File: config.mk
export PLATFORM = sky130hd
export DESIGN_NAME = de0qsys_pio_edge_irq
export DESIGN_NICKNAME = d
export VERILOG_FILES = /design/src/rtl/de0qsys_pio_edge_irq.sv
export SDC_FILE = /design/constraint.sdc
export NUM_CORES = 1
export LEC_CHECK = 0
export CORE_ASPECT_RATIO = 1.1
export CORE_MARGIN = 3
export CORE_UTILIZATION = 44
export CTS_CLUSTER_DIAMETER = 80
export DETAILED_ROUTE_END_ITERATION = 16
export PLACE_DENSITY = 0.75
export SETUP_SLACK_MARGIN = 0.3
export SYNTH_ARGS = -nofsm -noshare
export SYNTH_HDL_FRONTEND = slang
export SYNTH_SLANG_ARGS = --single-unit
File: constraint.sdc
create_clock -name clk -period 2.7 [get_ports clk]
set_clock_uncertainty 0.15 [all_clocks]
set_input_delay 0.405 -clock clk [delete_from_list [all_inputs] [get_ports clk]]
set_output_delay 0.405 -clock clk [all_outputs]
set_load 0.02 [all_outputs]
File: src/rtl/de0qsys_pio_edge_irq.sv
// Edge-capturing PIO with an Avalon-MM slave interface.
// Per-channel path: 2-flop synchronizer -> optional debounce filter ->
// edge detector -> sticky edge_capture.
// Register map: 0 filtered inputs, 1 raw synchronized inputs,
// 2 irq_mask, 3 edge_capture (write-1-to-clear).
// The interrupt is the OR of masked capture bits and is built only from
// register outputs.
module de0qsys_pio_edge_irq #(
  parameter int unsigned       WIDTH           = 10,
  parameter int unsigned       DEBOUNCE_CYCLES = 0,
  parameter int unsigned       EDGE_TYPE       = 0,
  parameter logic [WIDTH-1:0]  IRQ_MASK_RESET  = '0
) (
  input  logic              clk,
  input  logic              reset,
  input  logic [1:0]        address,
  input  logic              chipselect,
  input  logic              write_n,
  input  logic [31:0]       writedata,
  output logic [31:0]       readdata,
  input  logic [WIDTH-1:0]  in_port,
  output logic              irq
);

  typedef enum logic [1:0] {
    ADDR_FILT = 2'd0,
    ADDR_RAW  = 2'd1,
    ADDR_MASK = 2'd2,
    ADDR_EDGE = 2'd3
  } reg_addr_e;

  logic [WIDTH-1:0] s1_q, s2_q;
  logic [WIDTH-1:0] filt;
  logic [WIDTH-1:0] prev_q;
  logic [WIDTH-1:0] edge_ev;
  logic [WIDTH-1:0] edge_q, edge_d;
  logic [WIDTH-1:0] mask_q, mask_d;
  logic [31:0]      rd_q, rd_d;
  logic [WIDTH-1:0] clr_bits;
  logic             wr_en;
  reg_addr_e        addr_e;
  logic             unused_wd;

  // Writedata bits above WIDTH have no destination.
  assign unused_wd = ^writedata;

  // Two-flop synchronizer for the asynchronous inputs.
  always_ff @(posedge clk or posedge reset) begin
    if (reset) begin
      s1_q <= '0;
      s2_q <= '0;
    end else begin
      s1_q <= in_port;
      s2_q <= s1_q;
    end
  end

  if (DEBOUNCE_CYCLES == 0) begin : g_bypass
    assign filt = s2_q;
  end else begin : g_debounce
    localparam int unsigned     CW   = $clog2(DEBOUNCE_CYCLES + 1);
    localparam logic [CW-1:0]   LAST = CW'(DEBOUNCE_CYCLES - 1);

    logic [CW-1:0]    cnt_q [WIDTH];
    logic [CW-1:0]    cnt_d [WIDTH];
    logic [WIDTH-1:0] filt_q, filt_d;

    // The counter holds the number of earlier consecutive differing edges,
    // so reaching LAST on a differing edge means this is the Nth one: load
    // filt now. It therefore never exceeds LAST and cannot wrap.
    always_comb begin
      filt_d = filt_q;
      for (int unsigned i = 0; i < WIDTH; i++) begin
        cnt_d[i] = cnt_q[i];
        if (s2_q[i] == filt_q[i]) begin
          cnt_d[i] = '0;
        end else if (cnt_q[i] >= LAST) begin
          filt_d[i] = s2_q[i];
          cnt_d[i]  = '0;
        end else begin
          cnt_d[i] = cnt_q[i] + CW'(1);
        end
      end
    end

    // Filter state registers.
    always_ff @(posedge clk or posedge reset) begin
      if (reset) begin
        filt_q <= '0;
        for (int unsigned i = 0; i < WIDTH; i++) begin
          cnt_q[i] <= '0;
        end
      end else begin
        filt_q <= filt_d;
        for (int unsigned i = 0; i < WIDTH; i++) begin
          cnt_q[i] <= cnt_d[i];
        end
      end
    end

    assign filt = filt_q;
  end

  // Edge event selection by the configured polarity.
  always_comb begin
    if (EDGE_TYPE == 1) begin
      edge_ev = filt & ~prev_q;
    end else if (EDGE_TYPE == 2) begin
      edge_ev = ~filt & prev_q;
    end else begin
      edge_ev = filt ^ prev_q;
    end
  end

  assign wr_en  = chipselect & ~write_n;
  assign addr_e = reg_addr_e'(address);

  // Capture/mask next-state and read mux; a new event overrides a clear.
  always_comb begin
    clr_bits = '0;
    mask_d   = mask_q;
    rd_d     = '0;
    if (wr_en && addr_e == ADDR_EDGE) begin
      clr_bits = writedata[WIDTH-1:0];
    end
    if (wr_en && addr_e == ADDR_MASK) begin
      mask_d = writedata[WIDTH-1:0];
    end
    edge_d = (edge_q & ~clr_bits) | edge_ev;
    case (addr_e)
      ADDR_FILT: rd_d[WIDTH-1:0] = filt;
      ADDR_RAW:  rd_d[WIDTH-1:0] = s2_q;
      ADDR_MASK: rd_d[WIDTH-1:0] = mask_q;
      ADDR_EDGE: rd_d[WIDTH-1:0] = edge_q;
      default:   rd_d            = '0;
    endcase
  end

  // Edge history, capture, mask and read data registers.
  always_ff @(posedge clk or posedge reset) begin
    if (reset) begin
      prev_q <= '0;
      edge_q <= '0;
      mask_q <= IRQ_MASK_RESET;
      rd_q   <= '0;
    end else begin
      prev_q <= filt;
      edge_q <= edge_d;
      mask_q <= mask_d;
      rd_q   <= rd_d;
    end
  end

  assign readdata = rd_q;
  assign irq      = |(edge_q & mask_q);

endmodule

=== After elaboration in Yosys (flattened, before gate mapping) ===
Index checks and enable logic that the tools add are counted.

* Word-level logic and storage cells: 23
* Register bits: 60
* Input port bits: 48
* Memories kept: 0
* Bits in latches: 0
* Output and inout bits: 33
* Memory bits (writable): 0
* ROM bits: 0

* Equality and inequality tests: 3
* Reductions and logical operators: 5
* Muxes and demuxes: 2
* Multiply operators: 0
* Magnitude comparators: 0
* Shift operators: 0
* Divide/modulo/power cells: 0
* Bitwise gates (word level): 7
* Add/subtract/negate cells: 0

{| class="wikitable"
|+ Operators by type and width
! cell !! number
|-
| 10-bit case mux with 3 select lines || 1
|-
| 10-bit bitwise AND || 2
|-
| 10-bit 2-to-1 mux || 1
|-
| 10-bit NOT || 1
|-
| 10-bit OR || 1
|-
| 10-bit OR reduction || 1
|-
| 10-bit bitwise XOR || 1
|-
| 2-bit equality test (second input constant) || 2
|-
| 2-bit by 1-bit equality test with 1-bit output (second input constant) || 1
|-
| 1-bit logical AND || 2
|-
| 2-bit zero test || 1
|-
| 2-bit OR reduction || 1
|-
| 1-bit bitwise AND || 1
|-
| 1-bit NOT || 1
|}

=== Logic depth before layout (Yosys ltp) ===
* Depth after elaboration: 7
* Depth in mapped cells: 4
* Gate-level depth less buffers: 3

=== Worst setup path before layout ===
OpenSTA, ideal clock, no wires.

* Path type: flip-flop to output port
* Start point: reg mask_q[4]
* End point: out irq
* Data arrival time: 1.044 ns
* Cell stages (with the launch flop): 4
* Setup slack: 1.101 ns
* Cells stage by stage: dfrtp_1 a22o_1 a221oi_1 nand4_1

* Word-level cells in the longest chain between the ends: 2

{| class="wikitable"
|+ RTL lines
! item !! RTL line !! RTL
|-
| start, declared || 37 || <nowiki>logic [WIDTH-1:0] mask_q, mask_d;</nowiki>
|-
| start signal, assigned || 149 || <nowiki>mask_q <= mask_d;</nowiki>
|-
| 10-bit bitwise AND || 155 || <nowiki>assign irq = |(edge_q & mask_q);</nowiki>
|-
| 10-bit OR reduction || 155 ||
|-
| end, declared || 22 || <nowiki>output logic irq</nowiki>
|}

Every way passes these cells.

=== Worst setup path after layout ===
Ends and elaborated chain as after synthesis.

==> impl_metrics.py <==
metrics = {
    "status": {
        "status": "completed",
    },
    "clocking": {
        "cts_hold_buf": 0,
        "cts_tree": "done",
        "cts.clk_slew.worst_paths_ns": 0.07,
        "cts_max_level": 3,
        "cts_max_path_buffers": 2,
        "cts_sinks": 60,
        "cts_buffers": 9,
        "cts_setup_buffers": 0,
        "cts.repair.resized": 1,
        "clock_latency_ns": 0.33,
        "root_buffer": "clkbuf_8",
    },
    "worst_setup_path": {
        "crit_chain": "a22o_1 -> a221oi_1 -> nand4_1 -> dlygate4sd2_1",
        "slowest_delay_ns": 0.40,
        "start_kind": "flop",
        "worstPathMaxFanout": 3,
        "crit_slowest_cell": "dfrtp_1",
        "cp.required_ns": 2.14,
        "crit_path_end_kind": "output pin",
        "critPathKind": "flop to output pin",
        "critPathArrivalTime_ns": 1.68,
    },
    "sta": {
        "rsz0062_at_grt": "false",
        "post-route-period-util": 0.828,
        "drv_slew": 0,
        "max_freq_mhz": 447,
        "hold_viol": 0,
        "fin_crit_ns": 2.24,
        "tns_ns": 0,
        "holdWs_ns": 0.198,
        "setup_viol": 0,
    },
    "layout": {
        "fin_nets": 260,
        "syn2layout_area_growth_pct": 25.8,
        "final_layout_size_suffix_gt1_frac": 0.143,
        "num-fill-cells": 421,
        "antenna_cells": 0,
    },
    "grt": {
        "grt_pass1_vias": 1300,
        "grtUsageTotal": 0.135,
        "grt_overflow": 0,
        "grt_max_degree": 40,
        "grt_pass1_wl_um": 5790,
        "antenna_found_initial": 0,
    },
    "detailed_routing": {
        "dr.pass1.iters": 4,
        "drt-total-wl_um": 3640,
        "num_vias": 1277,
        "wl_per_cell_um": 13.2,
        "drtAntennaViolNets": 0,
        "via_per_inst": 4.64,
        "drt_iter0_markers": 53,
        "drc": 0,
    },
    "run": {
        "drv_cap": 0,
    },
    "power_and_ir_drop": {
        "power_density_nw_per_um2": 768,
        "finalPower_uw": 2230,
        "power_leakage_uw": 0.00129,
        "ir_drop_v": 0.000495,
    },
    "die": {
        "die_area_um2": 6160,
        "ios": 81,
        "initial_core_util": 0.459,
        "fp.dieH_um": 82.0,
        "core_um2": 5030,
        "die_x_um": 75.1,
        "num_rows": 27,
    },
    "placed_design": {
        "portBuffers": 36,
        "place_congestion": 0.775,
        "hpwlAfterDp_um": 2450,
    },
    "synth": {
        "synth_cell_types": 20,
        "yosysSeqAreaShare": 0.649,
        "syn_inst": 167,
        "yosysWarnings": 0,
        "syn_avg_cell_area_um2": 13.8,
        "ys_ff_latch": 60,
        "syn_area_um2": 2310,
    },
    "worst_hold_path": {
        "hp-class": "flop to flop",
    },
}
registers in the layout, summed over array words and instances (netlist names):
register	cells
edge_q	10
filt	10
mask_q	10
prev_q	10
readdata	10
s1_q	10
Yosys cell counts:
| cell | number | share of area |
|---|---|---|
| clkbuf_1 | 2 | 0.0032 |
| xor2_1 | 10 | 0.038 |
| conb_1 | 1 | 0.0016 |
| buf_4 | 23 | 0.075 |
| nor2_1 | 10 | 0.016 |
| buf_6 | 1 | 0.0049 |
| a21o_1 | 10 | 0.032 |
| and4b_1 | 1 | 0.0043 |
| mux2_4 | 10 | 0.065 |
| a221oi_1 | 1 | 0.0038 |
| nand4_1 | 1 | 0.0027 |
| mux2i_1 | 10 | 0.043 |
| a21oi_1 | 10 | 0.022 |
| nand2_1 | 10 | 0.016 |
| a22oi_1 | 3 | 0.0097 |
| dfrtp_1 | 60 | 0.65 |
| inv_1 | 1 | 0.0016 |
| and4bb_1 | 1 | 0.0054 |
| buf_2 | 1 | 0.0022 |
| a22o_1 | 1 | 0.0038 |
logic make-up after synthesis:
logic type      share of synthesized area
compound gates                     0.0714
xor+xnor                           0.0379
buf+inv                            0.0866
flops                               0.649
mux                                 0.108
other cells                       0.00162
simple gates                       0.0449
metrics by stage:
stage / area (µm²) / utilization / cells / worst slack [ns]
after global routing: 2910 / 0.578 / 275 / 0.348
after detailed placement: 2670 / 0.530 / 259 / 0.572
after CTS: 2910 / 0.578 / 275 / 0.427
after floorplan: 2390 / - / 188 / 0.660
after global placement: 2670 / 0.530 / 259 / 0.571
final: 2910 / 0.578 / 275 / 0.465
layer usage:
| layer | vias to the layer above | global-route usage | share of wire |
|---|---|---|---|
| li1 | 606 | - | - |
| met1 | 618 | 0.160 | 0.43 |
| met2 | 47 | 0.195 | 0.48 |
| met3 | 6 | 0.0796 | 0.078 |
| met4 | 0 | 0.0587 | 0.018 |
| met5 | - | 0 | 0 |
report_power, final:
part | internal [µW] | switching (µW) | total (µW)
Clock | 609 | 341 | 950
Combinational | 142 | 122 | 265
Sequential | 974 | 44.6 | 1020
Total | 1730 | 509 | 2230
placed cells by master (no fill, tap or decap), drive strengths merged:
cell           Yosys  final
xor2              10     10
dlygate4sd2        0      1
conb               1     22
nor2              10     10
bufinv             0      3
and4bb             1      1
clkinv             0      2
inv                1      1
a22o               1      1
clkbuf             2      9
mux2i             10     10
a221oi             1      1
a21oi             10     10
mux2              10     10
a21o              10     10
and4b              1      1
a22oi              3      3
dfrtp             60     60
clkdlybuf4s50      0     35
clkinvlp           0      2
nand2             10     10
nand4              1      1
buf               25      4
worst max-delay path, delay by kind of cell (launching register included):
family	cells	cell delay [ns]
buffers and inverters	1	0.34
AOI/OAI and AO/OA	2	0.49
DFF	1	0.40
and+or+nand+nor	1	0.12
cell type report:
cell class,instances,area [µm²],area share
inverters,1,3.75,0.00129
clock inverters,7,115,0.0396
well taps,58,72.6,0.0250
multi-input cells,100,689,0.237
flip-flops and latches,60,1500,0.516
clock buffers,9,124,0.0426
repair buffers,40,402,0.138
path summary, 6_finish.rpt:
kind,from,slack (ns),cells after the start,endpoint
min in group asynchronous,reset,0.25,2,prev_q[5]$_DFF_PP0_
max in group asynchronous,reset,1.59,3,edge_q[7]$_DFF_PP0_
max,mask_q[4]$_DFFE_PP0P_,0.46,4,irq
min reg2reg,s1_q[7]$_DFF_PP0_,0.20,0,filt[7]$_DFF_PP0_
min,s1_q[7]$_DFF_PP0_,0.20,0,filt[7]$_DFF_PP0_
max reg2reg,filt[2]$_DFF_PP0_,1.71,2,edge_q[2]$_DFF_PP0_
(Power assumes the default switching activity.)
